===== config.mk =====
export PLATFORM = sky130hd
export DESIGN_NAME = leaf_result_collector
export DESIGN_NICKNAME = d
export VERILOG_FILES = /design/src/rtl/leaf_result_collector.sv
export SDC_FILE = /design/constraint.sdc
export NUM_CORES = 1
export LEC_CHECK = 0
export BUFFER_PORTS_ARGS = -buffer_cell sky130_fd_sc_hd__buf_2
export CORE_MARGIN = 3
export CORE_UTILIZATION = 25
export CTS_BUF_LIST = sky130_fd_sc_hd__clkbuf_4
export DETAILED_ROUTE_END_ITERATION = 8
export GPL_ROUTABILITY_DRIVEN = 0
export SLEW_MARGIN = 30
export SYNTH_ARGS = -nofsm -noshare
export SYNTH_HDL_FRONTEND = slang
export SYNTH_SLANG_ARGS = --single-unit
export TNS_END_PERCENT = 50

===== constraint.sdc =====
create_clock -name clk -period 15.2 [get_ports clk]
set_input_delay 2.28 -clock clk [delete_from_list [all_inputs] [get_ports clk]]
set_output_delay 2.28 -clock clk [all_outputs]
set_load 0.01 [all_outputs]

===== src/rtl/leaf_result_collector.sv =====
// Leaf result collector: edge-detects held PE leaf results, queues accepted
// results in a first-word-fall-through FIFO, streams them out over
// valid/ready and signals when every expected leaf has reported and drained.
module leaf_result_collector #(
    parameter int unsigned FIFO_DEPTH = 8,
    parameter logic [7:0]  LEAF_MASK  = 8'b1111_1110
) (
    input  logic                            clk,
    input  logic                            reset,
    input  logic [34:0]                     result_in,
    output logic                            out_valid,
    input  logic                            out_ready,
    output logic [2:0]                      out_addr,
    output logic [31:0]                     out_seq,
    output logic [$clog2(FIFO_DEPTH):0]     fifo_count,
    output logic [7:0]                      leaf_seen,
    output logic                            done,
    output logic                            overflow,
    output logic                            dup_err
);

    localparam int unsigned PtrW = $clog2(FIFO_DEPTH);
    localparam int unsigned CntW = PtrW + 1;

    typedef enum logic [1:0] {StCollect, StDrain, StDone} state_e;

    state_e            state_q, state_d;
    logic [34:0]       prev_q, prev_d;
    logic [34:0]       mem_q [FIFO_DEPTH];
    logic [34:0]       mem_d [FIFO_DEPTH];
    logic [PtrW-1:0]   wptr_q, wptr_d;
    logic [PtrW-1:0]   rptr_q, rptr_d;
    logic [CntW-1:0]   count_q, count_d;
    logic [7:0]        seen_q, seen_d;
    logic              ovf_q, ovf_d;
    logic              dup_q, dup_d;
    logic              done_q, done_d;

    logic [2:0]        in_addr;
    logic              cap, is_seen, full, push, pop;

    // Capture qualification, FIFO bookkeeping, flags and traversal state.
    always_comb begin
        in_addr = result_in[34:32];
        pop     = (count_q != '0) && out_ready;
        // A PE holds its result for several cycles; only a change is a new result.
        cap     = (result_in != '0) && (in_addr != 3'd0) && (result_in != prev_q)
                  && (state_q != StDone);
        is_seen = seen_q[in_addr];
        full    = (count_q == CntW'(FIFO_DEPTH));
        push    = cap && !is_seen && (!full || pop);

        dup_d   = dup_q | (cap && is_seen);
        ovf_d   = ovf_q | (cap && !is_seen && full && !pop);
        seen_d  = seen_q | (push ? (8'd1 << in_addr) : 8'd0);
        prev_d  = result_in;

        wptr_d  = wptr_q + PtrW'(push);
        rptr_d  = rptr_q + PtrW'(pop);
        count_d = count_q + CntW'(push) - CntW'(pop);

        mem_d = mem_q;
        if (push) begin
            mem_d[wptr_q] = result_in;
        end

        state_d = state_q;
        unique case (state_q)
            StCollect: if ((seen_d & LEAF_MASK) == LEAF_MASK) state_d = StDrain;
            StDrain:   if (count_d == '0) state_d = StDone;
            StDone:    state_d = StDone;
            default:   state_d = StCollect;
        endcase
        done_d = (state_d == StDone);
    end

    // Control state with synchronous reset.
    always_ff @(posedge clk) begin
        if (reset) begin
            state_q <= StCollect;
            prev_q  <= '0;
            wptr_q  <= '0;
            rptr_q  <= '0;
            count_q <= '0;
            seen_q  <= '0;
            ovf_q   <= 1'b0;
            dup_q   <= 1'b0;
            done_q  <= 1'b0;
        end else begin
            state_q <= state_d;
            prev_q  <= prev_d;
            wptr_q  <= wptr_d;
            rptr_q  <= rptr_d;
            count_q <= count_d;
            seen_q  <= seen_d;
            ovf_q   <= ovf_d;
            dup_q   <= dup_d;
            done_q  <= done_d;
        end
    end

    // FIFO storage; contents are don't-care while the pointers say empty.
    always_ff @(posedge clk) begin
        mem_q <= mem_d;
    end

    // Head of the FIFO falls through combinationally; zeroed when empty.
    always_comb begin
        out_valid  = (count_q != '0);
        out_addr   = out_valid ? mem_q[rptr_q][34:32] : 3'd0;
        out_seq    = out_valid ? mem_q[rptr_q][31:0] : 32'd0;
        fifo_count = count_q;
        leaf_seen  = seen_q;
        done       = done_q;
        overflow   = ovf_q;
        dup_err    = dup_q;
    end

endmodule


Yosys cells after proc, flatten, opt, wreduce, memory -nomap -nowiden
Cells that the tools add are included.
Cells by class
  muxes and demuxes: 14
  equal/unequal tests: 7
  $add $sub $neg: 4
  $lt $le $gt $ge: 4
  reduce and logical (&&, ||, !) cells: 19
  bitwise gates (word level): 5
  shift operators: 1
Operators with widths (number)
  $bwmux W280: 1
  $bmux W35 S3: 1
  $demux W35 S3: 1
  $mux W35: 3
  $ne A35 B35 Y1: 1
  $reduce_bool A35 Y1: 1
  $mux W32: 1
  $logic_and A1 B1 Y1: 10
  $ge A4 B4 Y1 const B: 2
  $mux W8: 1
  $not A3 Y4: 2
  $or A8 B8 Y8: 1
  $shl A1 B3 Y8 const A: 1
  $eq A7 B7 Y1 const B: 1
  $add A3 B1 Y3: 2
  $pmux W2 S3: 1
  $add A4 B1 Y4: 1
  $eq A2 B2 Y1 const B: 2
  $eq A4 B4 Y1 const B: 1
  $logic_not A4 Y1: 1
  $lt A3 B4 Y1 const B: 1
  $lt A4 B1 Y1 const B: 1
  $mux W2: 2
  $reduce_bool A4 Y1: 1
  11 further kinds: 14
Word-level totals
  word-level logic and storage cells: 71
  output and inout port bits: 51
  bits of input ports: 38
  bits in registers: 338

Longest topological paths before layout
Gate-level depths: netlist (run 1).
  word-level depth: 12
  gate-level depth with buffers: 15
  mapped depth without buffers: 14

Worst setup path before layout (run 1)
Ideal clock, no wire load.
  path type: in2reg
  from: in result_in[33]
  to: reg mem_q[245] (netlist bit) (enable)
  data arrival time: 6613 ps
  setup time: 515 ps
  cell stages on the path: 8
  buffers on the path: 2
  setup slack: 8073 ps
  data required time: 14685 ps
  path through: buf_2 and2b_1 nand2_1 nand3_2 and3_1 buf_6 nand2_2 nor4_1
On the way
  word-level cells in the longest chain between the ends: 6
  elaborated cells between the ends (all ways): 11
  classes of those cells: 1 x eq/ne; 2 x mux; 8 x reduce/logical
Ends and longest elaborated chain
  start: declaration: line 10  | input logic [34:0] result_in,
  $reduce_bool A35 Y1 or $reduce_bool A3 Y1 (tied branches): line 47  | cap = (result_in != '0) && (in_addr != 3'd0) && (result_in != prev_q)
  $logic_and A1 B1 Y1 (2 in series): line 47
  $logic_and A1 B1 Y1: line 48  | && (state_q != StDone);
  $logic_and A1 B1 Y1 (*) (2 in series): line 51  | push = cap && !is_seen && (!full || pop);
  end signal: assignment: line 104  | mem_q <= mem_d;
  end: declaration: line 29  | logic [34:0] mem_q [FIFO_DEPTH];
Mark *: on every way between the ends. The rest lies on a longest branch, timed or not. The select of a mux whose other input is x is not followed.
A chain may end at the register's enable or synchronous reset.

Final worst setup path (run 1)
  from: reg rptr_q[0]
  to: out out_seq[0]
On the way
  word-level cells in the longest chain between the ends: 5
Ends and longest elaborated chain
  start: declaration: line 32  | logic [PtrW-1:0] rptr_q, rptr_d;
  start signal: assignment: line 93  | rptr_q <= rptr_d;
  $not A3 Y4 (implied by the code): line 111  | out_seq = out_valid ? mem_q[rptr_q][31:0] : 32'd0;
  $bmux W35 S3: line 111
  $mux W35 (implied by the code) (2 in series): line 111
  $mux W32: line 111
  end: declaration: line 14  | output logic [31:0] out_seq,
No other way between the ends. The select of a mux whose other input is x is not followed.

==> impl_metrics.yaml, run 1 <==
clock_tree:
  cts.sinks: 338
  cts_resized: 0
  clock_latency_ns: 0.70
  cts_max_level: 3
  root_buffer: "clkbuf_4"
  cts_made_buffers: 87
  post_cts_buffers: 0
  clkSlewWorstSetupHoldPaths_ns: 0.06
  cts_hold_buf: 0
  clk_path_buf_depth: 3
  tritoncts: "yes"
worst_setup_path:
  cpLargestDelayFamily: "multiplexers"
  end_kind: "output port"
  r2r_slack_ns: 11.42
  max_stage_delay_ns: 0.66
  path_cells: "buf_6, mux4_2, mux2i_1, nor2_1, buf_2"
  crit_type: "register to output port"
  critPathBufInv: 2
  required_ns: 12.92
  critical_path.startpoint: "rptr_q[0]"
  crit_fanout: 50
  cp-start-kind: "register"
  crit_arrival_ns: 3.23
  rr_startpoint: "prev_q[28]"
  critPathSlowestCell: "dfxtp_4"
final_layout:
  layout_common_cells: "edfxtp_1, clkbuf_4, buf_2"
  area_growth_pct: 18.5
  instances_no_fill: 1620
  nFillCells: 5104
  final_nets: 911
  finalInstanceArea_mm2: 0.0157
  layout_commonest_cell: "edfxtp_1"
  final_layout_size_suffix_gt1_share_pct: 36.2
  fin_util_pct: 30.2
timing:
  setup-tns-final_ns: 0
  rsz0062_at_grt: "no"
  drv_slew: 0
  finClkSkew_ns: 0.0482
  finalHoldViolCount: 0
  period_share_pct: 36.3
  fin_crit_ns: 5.51
  tightest_slew_ns: 0.865
  relSlewSlack_pct: 42.3
  whs_ns: 0.486
  setup_viol: 0
  max_freq_mhz: 181
power_and_ir_drop:
  power-per-cell-area_mw_per_mm2: 163
  ir_worst_vdd_mv: 0.114
  p_leak_nw: 5.16
floorplanning:
  die_w_um: 236
  num_io_pins: 89
  std_cell_rows: 83
  die_h_um: 236
  coreArea_mm2: 0.0518
  dieArea_mm2: 0.0557
  start_util_pct: 25.5
global_routing:
  top_usage_layer: "met2"
  use_met1_pct: 14.6
  met2_usage_pct: 17.1
  track_usage_pct: 10.8
  antenna_found_initial: 5
  grt_first_pass_wirelength_mm: 45.8
  grt_use_met3_pct: 3.06
  grt.overflow.total: 0
  grt_max_degree: 60
  grt_pass1_vias: 7321
place:
  port_buffers: 88
  hpwl_mm: 16.6
  place_inst: 1454
  post_dp_cell_area_mm2: 0.0145
yosys:
  post_synth.cell_area_avg_um2: 18.6
  seq_area_frac_synth_pct: 72.4
  ys_ff_latch: 338
  syn_nets: 757
  synth_cells: 709
  synth_ff_type: "edfxtp_1"
  async_flop_share_pct: 0
  synth_edf_count: 280
  ys_warn_count: 0
  synth_cell_type_count: 49
  netlist.top_cell.by_area: "edfxtp_1"
  syn-cell-area_mm2: 0.0132
  netlist.area_leader.share_pct: 63.6
  synth_top_cells_by_area: "edfxtp_1, mux4_2, dfxtp_1"
drt:
  drcViolationCount: 0
  ant_nets: 0
  drt_pass1_iterations: 4
  vias: 6932
  postRouteWirelength_mm: 30.5
  viasPerCell: 4.28
  wire_per_inst_um: 18.8
  drt-initial-drc-count: 428
worst_hold_path:
  min_from: "dup_err"
  hp-class: "register to register"
outcome:
  status: "finished, final reports clean"
job:
  max_cap_viol_count: 0
## worst min-delay path: cells and delay by family (launching register included)
| family | cells | cell delay, ns |
|---|---|---|
| DFF | 1 | 0.33 |
| and+or+nand+nor | 1 | 0.08 |
| AOI/OAI and AO/OA | 1 | 0.04 |
## final timing paths
kind | end | depth (start not counted)
max | out_seq[0] | 5
min | dup_err | 2
max reg2reg | state_q[1] | 13
min reg2reg | dup_err | 2
## per-stage QoR
stage | power (mW) | setup WS (ns)
after floorplan | 1.56 | 8.07
after global placement | 1.79 | 9.33
after detailed placement | 1.80 | 9.19
after CTS | 2.60 | 9.55
after global routing | 2.70 | 9.45
final | 2.55 | 9.69
## synth_stat cells, types with 2 or more instances
cell type	instances
edfxtp_1	280
nor3b_1	2
nor4b_2	2
nand4_1	8
xor2_1	4
inv_2	2
nor3_1	3
dfxtp_1	58
nand4b_1	2
ha_1	9
nand2_1	8
mux4_2	70
mux2i_1	39
inv_1	8
nor4_1	2
buf_2	11
a22oi_1	2
a41oi_1	4
and2b_1	2
clkbuf_1	20
buf_6	3
and3_1	3
nand3_2	3
a21oi_1	4
nand2b_1	2
nor2_1	54
a31oi_1	6
nand3_1	4
nor2b_1	40
xnor2_1	35
## cell type report
| cell class | count | area [µm²] | area share, % |
|---|---|---|---|
| flip-flops and latches | 338 | 9580 | 61.2 |
| multi-input cells | 326 | 3490 | 22.3 |
| clock buffers | 136 | 1020 | 6.52 |
| well taps | 680 | 851 | 5.43 |
| repair buffers | 100 | 534 | 3.41 |
| clock inverters | 27 | 140 | 0.895 |
| inverters | 10 | 37.5 | 0.240 |
| diodes | 3 | 7.51 | 0.0480 |
## cells by family (layout without fill, tap and decap cells)
kind of cell             after synthesis  in the layout  synth area share (%)
XOR/XNOR                              39             39                  2.58
AO/OA/AOI/OAI                         26             26                  1.62
multiplexers                         109            109                  14.9
flip-flops                           338            338                  72.4
adder cells (fa/ha/maj)               10             10                  1.00
buffers and inverters                 45            273                  1.58
AND/OR/NAND/NOR                      142            142                  5.91
other                                  0              3                     0
## state kept, by name, summed over array words and instances (netlist names)
register    cells
leaf_seen       8
done            1
wptr_q          3
rptr_q          3
dup_err         1
overflow        1
mem_q         280
fifo_count      4
state_q         2
prev_q         35
## layer usage
metal	up-vias	routed length, µm
li1	3161	-
met1	3517	13800
met2	201	14500
met3	51	1750
met4	2	513
met5	-	13
## report_power, final
part,switching [mW],leakage [nW],internal [mW]
clock network,0.364,0.695,0.426
registers,0.0483,3.03,1.09
logic,0.342,1.44,0.271
(Power assumes the default switching activity.)
==> inputs of run 2 (changes only) <==
==> constraint.sdc (replaced) <==
create_clock -name clk -period 5.5 [get_ports clk]
set_input_delay 0.825 -clock clk [delete_from_list [all_inputs] [get_ports clk]]
set_output_delay 0.825 -clock clk [all_outputs]
set_load 0.01 [all_outputs]
==> run 2 against run 1 <==
Clock power rose to 2.6 times the previous value. Largest power group unchanged. Count of clock-buffer cells in the layout down 15. Final cell count down 0.19%. Utilization down 0.10 points. Final area down 0.34%. Via count up 0.27%. Critical path depth unchanged. Worst setup slack worse by 8.0 ns. Critical endpoint is now out_addr[2]. Clock skew up 0.020 ns. Sequential power rose to 2.8 times the previous value. Hold slack worse by 0.11 ns.
==> impl_metrics.yaml, run 2 (same netlist as run 1, synthesis figures left out) <==
place:
  port_buffers: 88
  hpwl_mm: 16.6
  place_inst: 1454
worst_setup_path:
  required_ns: 4.68
  end_kind: "output port"
  cpLargestDelayFamily: "multiplexers"
  crit_arrival_ns: 3.03
  cp-start-kind: "register"
  crit_type: "register to output port"
  critPathSlowestCell: "dfxtp_4"
  crit_fanout: 39
  max_stage_delay_ns: 0.82
  path_cells: "buf_12, mux4_2, mux2i_1, nor2_1, buf_2"
  critPathBufInv: 2
timing:
  setup-tns-final_ns: 0
  rsz0062_at_grt: "no"
  tightest_slew_ns: 0.849
  fin_crit_ns: 3.86
  setup_viol: 0
  drv_slew: 0
  finalHoldViolCount: 0
  max_freq_mhz: 259
  period_share_pct: 70.2
  relSlewSlack_pct: 43.4
  whs_ns: 0.374
  finClkSkew_ns: 0.0679
final_layout:
  multi_input_area_mm2: 0.00350
  regArea_mm2: 0.00958
  final_layout_size_suffix_gt1_share_pct: 34.7
  nFillCells: 5173
  layout_commonest_cell: "edfxtp_1"
  largest_reg_flops: 280
  area_growth_pct: 18.1
  layout_common_cells: "edfxtp_1, clkbuf_4, buf_2"
  final_nets: 911
  regMostFlops: "mem_q"
  instances_no_fill: 1617
job:
  max_cap_viol_count: 0
drt:
  wl_met1_mm: 13.5
  ant_nets: 0
  postRouteWirelength_mm: 30.1
  viasPerCell: 4.30
  wire_per_inst_um: 18.6
  drt_pass1_iterations: 5
  met3WireLength_mm: 2.01
  highest_layer: "met5"
  drcViolationCount: 0
  drt-initial-drc-count: 436
  met2_length_mm: 14.3
  vias: 6951
global_routing:
  grt.overflow.total: 0
  track_usage_pct: 10.9
  antenna_found_initial: 8
  grt_pass1_vias: 7466
  grt_first_pass_wirelength_mm: 45.8
  grt_max_degree: 60
clock_tree:
  post_cts_buffers: 0
  tritoncts: "yes"
  cts_made_buffers: 87
  cts_max_level: 3
  cts.sinks: 338
  cts_resized: 0
  clock_latency_ns: 0.76
  root_buffer: "clkbuf_4"
  cts_hold_buf: 0
  clkSlewWorstSetupHoldPaths_ns: 0.07
  clk_path_buf_depth: 3
floorplanning:
  num_io_pins: 89
  start_util_pct: 25.5
  die_w_um: 236
  die_h_um: 236
  dieArea_mm2: 0.0557
  coreArea_mm2: 0.0518
  std_cell_rows: 83
power_and_ir_drop:
  p_leak_nw: 5.11
  ir_worst_vdd_mv: 0.380
  power-per-cell-area_mw_per_mm2: 440
outcome:
  status: "finished, final reports clean"
worst_hold_path:
  hp-class: "input pin to register"
run 2: cell types whose count changed in the layout (fill, tap and decap cells not counted), sizes merged:
cell    previous run  this run
clkinv            22        34
diode              3         4
clkbuf           136       121
bufinv             1         0
run 2: layout make-up:
class | instances | area share (%)
diodes | 4 | 0.0641
clock buffers | 121 | 5.82
clock inverters | 38 | 1.05
inverters | 10 | 0.241
multi-input cells | 326 | 22.4
flip-flops and latches | 338 | 61.4
well taps | 680 | 5.45
repair buffers | 100 | 3.56
run 2: worst paths after layout:
check | start | end | slack (ns) | depth (start not counted)
worst max-delay path | rptr_q[0] | out_addr[2] | 1.64 | 5
worst min-delay path | result_in[25] | mem_q[95] | 0.37 | 1
worst max register to register | prev_q[19] | state_q[1] | 1.79 | 13
worst min register to register | dup_err | dup_err | 0.48 | 2
run 2: layer usage:
metal	global-route usage (%)	up-vias
met3	3.34	40
met1	14.4	3551
met4	3.23	2
li1	-	3149
met5	0	-
met2	17.2	209
run 2: report_power, final:
| group | total [mW] | internal (mW) | switching [mW] | leakage [nW] |
|---|---|---|---|---|
| clock network | 2.03 | 1.03 | 0.998 | 0.633 |
| logic | 1.65 | 0.762 | 0.885 | 1.45 |
| registers | 3.20 | 3.02 | 0.174 | 3.03 |
| total | 6.87 | 4.81 | 2.06 | 5.11 |
run 2: stage by stage:
stage | utilization [%] | setup slack (ns) | total power [mW] | area [µm²]
2_1_floorplan | - | 0.577 | 4.30 | 13200
4_1_cts | 30.1 | 1.44 | 7.05 | 15600
3_5_place_dp | 28.0 | 1.02 | 4.97 | 14500
3_3_place_gp | 28.0 | 1.11 | 4.95 | 14500
6_report | 30.1 | 1.64 | 6.87 | 15600
5_1_grt | 30.1 | 1.33 | 7.32 | 15600
==> inputs of run 3 (changes only) <==
==> constraint.sdc (replaced) <==
create_clock -name clk -period 3.55 [get_ports clk]
set_input_delay 0.5325 -clock clk [delete_from_list [all_inputs] [get_ports clk]]
set_output_delay 0.5325 -clock clk [all_outputs]
set_load 0.01 [all_outputs]
==> run 3 against run 2 <==
Flip-flop and latch count unchanged. First-iteration DRC count is 9.4% lower. Via count grew 1.8%. Routed wire length up 4.3%. Count of clock-buffer cells in the layout is 11 higher. Final cell count up 2.1%. Largest cell class unchanged. Largest power group unchanged. Sequential power rose by 52%. Utilization increased by 1.1 points.
==> impl_metrics.yaml, run 3 (same netlist as run 1, synthesis figures left out) <==
clock_tree:
  clock_latency_ns: 0.78
  tritoncts: "yes"
  cts_max_level: 3
  root_buffer: "clkbuf_4"
  clkSlewWorstSetupHoldPaths_ns: 0.06
  cts_made_buffers: 86
  clk_path_buf_depth: 3
  cts.sinks: 338
  post_cts_buffers: 0
timing:
  finClkSkew_ns: 0.0617
  drv_slew: 0
  setup_viol: 0
  relSlewSlack_pct: 58.1
  finalHoldViolCount: 0
  rsz0062_at_grt: "no"
  setup-tns-final_ns: 0
  period_share_pct: 95.4
  setup_slack_ns: 0.162
  max_freq_mhz: 295
  fin_crit_ns: 3.39
  tightest_slew_ns: 0.629
  whs_ns: 0.0834
final_layout:
  final_layout_size_suffix_gt1_share_pct: 38.7
  largest_reg_flops: 280
  final_nets: 952
  fin_util_pct: 31.3
  regMostFlops: "mem_q"
  multi_input_area_mm2: 0.00358
  regArea_mm2: 0.00958
  finalInstanceArea_mm2: 0.0162
  layout_commonest_cell: "edfxtp_1"
  instances_no_fill: 1651
  nFillCells: 5041
  area_growth_pct: 22.6
  layout_common_cells: "edfxtp_1, clkbuf_4, buf_2"
floorplanning:
  std_cell_rows: 83
  coreArea_mm2: 0.0518
  num_io_pins: 89
  dieArea_mm2: 0.0557
  die_h_um: 236
  start_util_pct: 25.5
  die_w_um: 236
drt:
  wire_per_inst_um: 19.0
  postRouteWirelength_mm: 31.4
  viasPerCell: 4.29
  drcViolationCount: 0
  drt_pass1_iterations: 4
  ant_nets: 0
  drt-initial-drc-count: 395
  vias: 7078
global_routing:
  antenna_found_initial: 4
  grt.overflow.total: 0
  grt_pass1_vias: 7685
  track_usage_pct: 11.3
  grt_max_degree: 63
  grt_first_pass_wirelength_mm: 47.6
worst_setup_path:
  crit_arrival_ns: 4.04
  crit_fanout: 10
  end_kind: "register"
  max_stage_delay_ns: 0.53
  required_ns: 4.20
  crit_type: "input pin to register"
  path_cells: "dlygate4sd3_1, buf_2, xnor2_4, nand4_1, nor4_1, buf_4, nand3_2, a31oi_2, o21bai_1, ha_1, inv_1, fa_1, xor2_1, nand4b_1, or3b_1, a21oi_1"
  critPathSlowestCell: "dlygate4sd3_1"
  cp-start-kind: "input pin"
job:
  max_cap_viol_count: 0
place:
  post_dp_cell_area_mm2: 0.0149
  place_inst: 1487
  dp_slack_ns: -0.151
  port_buffers: 88
  hpwl_mm: 18.2
power_and_ir_drop:
  power-per-cell-area_mw_per_mm2: 682
  ir_worst_vdd_mv: 0.490
  power_mw: 11.0
  p_leak_nw: 5.40
outcome:
  status: "finished, final reports clean"
worst_hold_path:
  hp-class: "input pin to register"
==> run 3: cell type report <==
class / count / share of cell area (%)
inverter: 10 / 0.232
timing repair buffer: 142 / 6.35
clock buffer: 132 / 6.12
tap: 680 / 5.25
multi-input combinational: 326 / 22.1
antenna: 4 / 0.0618
sequential: 338 / 59.1
clock inverter: 19 / 0.742
==> run 3: critical path, delay by kind of cell <==
family | cells | cell delay, ns
buffers and inverters | 4 | 0.95
XOR/XNOR | 2 | 0.42
adder cells (fa/ha/maj) | 2 | 0.58
AO/OA/AOI/OAI | 3 | 0.46
AND/OR/NAND/NOR | 5 | 1.09
==> run 3: what timing repair did <==
item	in CTS	in global routing
endpoints found under the setup margin	0	2
hold buffers	9	0
endpoints found under the hold margin	30	0
gates resized for setup	0	9
==> run 3: layer usage <==
layer	track usage, %	vias up	routed length [µm]	share of wire (%)
met5	0	-	9	0.029
met4	3.83	2	568	1.8
met3	3.32	48	1810	5.8
met2	18.0	203	15300	49
met1	14.8	3591	13700	44
li1	-	3234	-	-
==> run 3: power breakdown <==
group	switching (mW)	total (mW)	internal (mW)
combinational	1.52	2.84	1.32
clock	1.56	3.32	1.77
sequential	0.199	4.88	4.68
==> run 3: worst paths after layout <==
| check | start | endpoint | slack [ns] | depth (start not counted) |
|---|---|---|---|---|
| worst max-delay path | result_in[9] | state_q[1] | 0.16 | 16 |
| worst min register to register | overflow | overflow | 0.48 | 2 |
| worst min-delay path | result_in[23] | mem_q[93] | 0.08 | 1 |
| worst max register to register | prev_q[15] | state_q[1] | 0.25 | 14 |
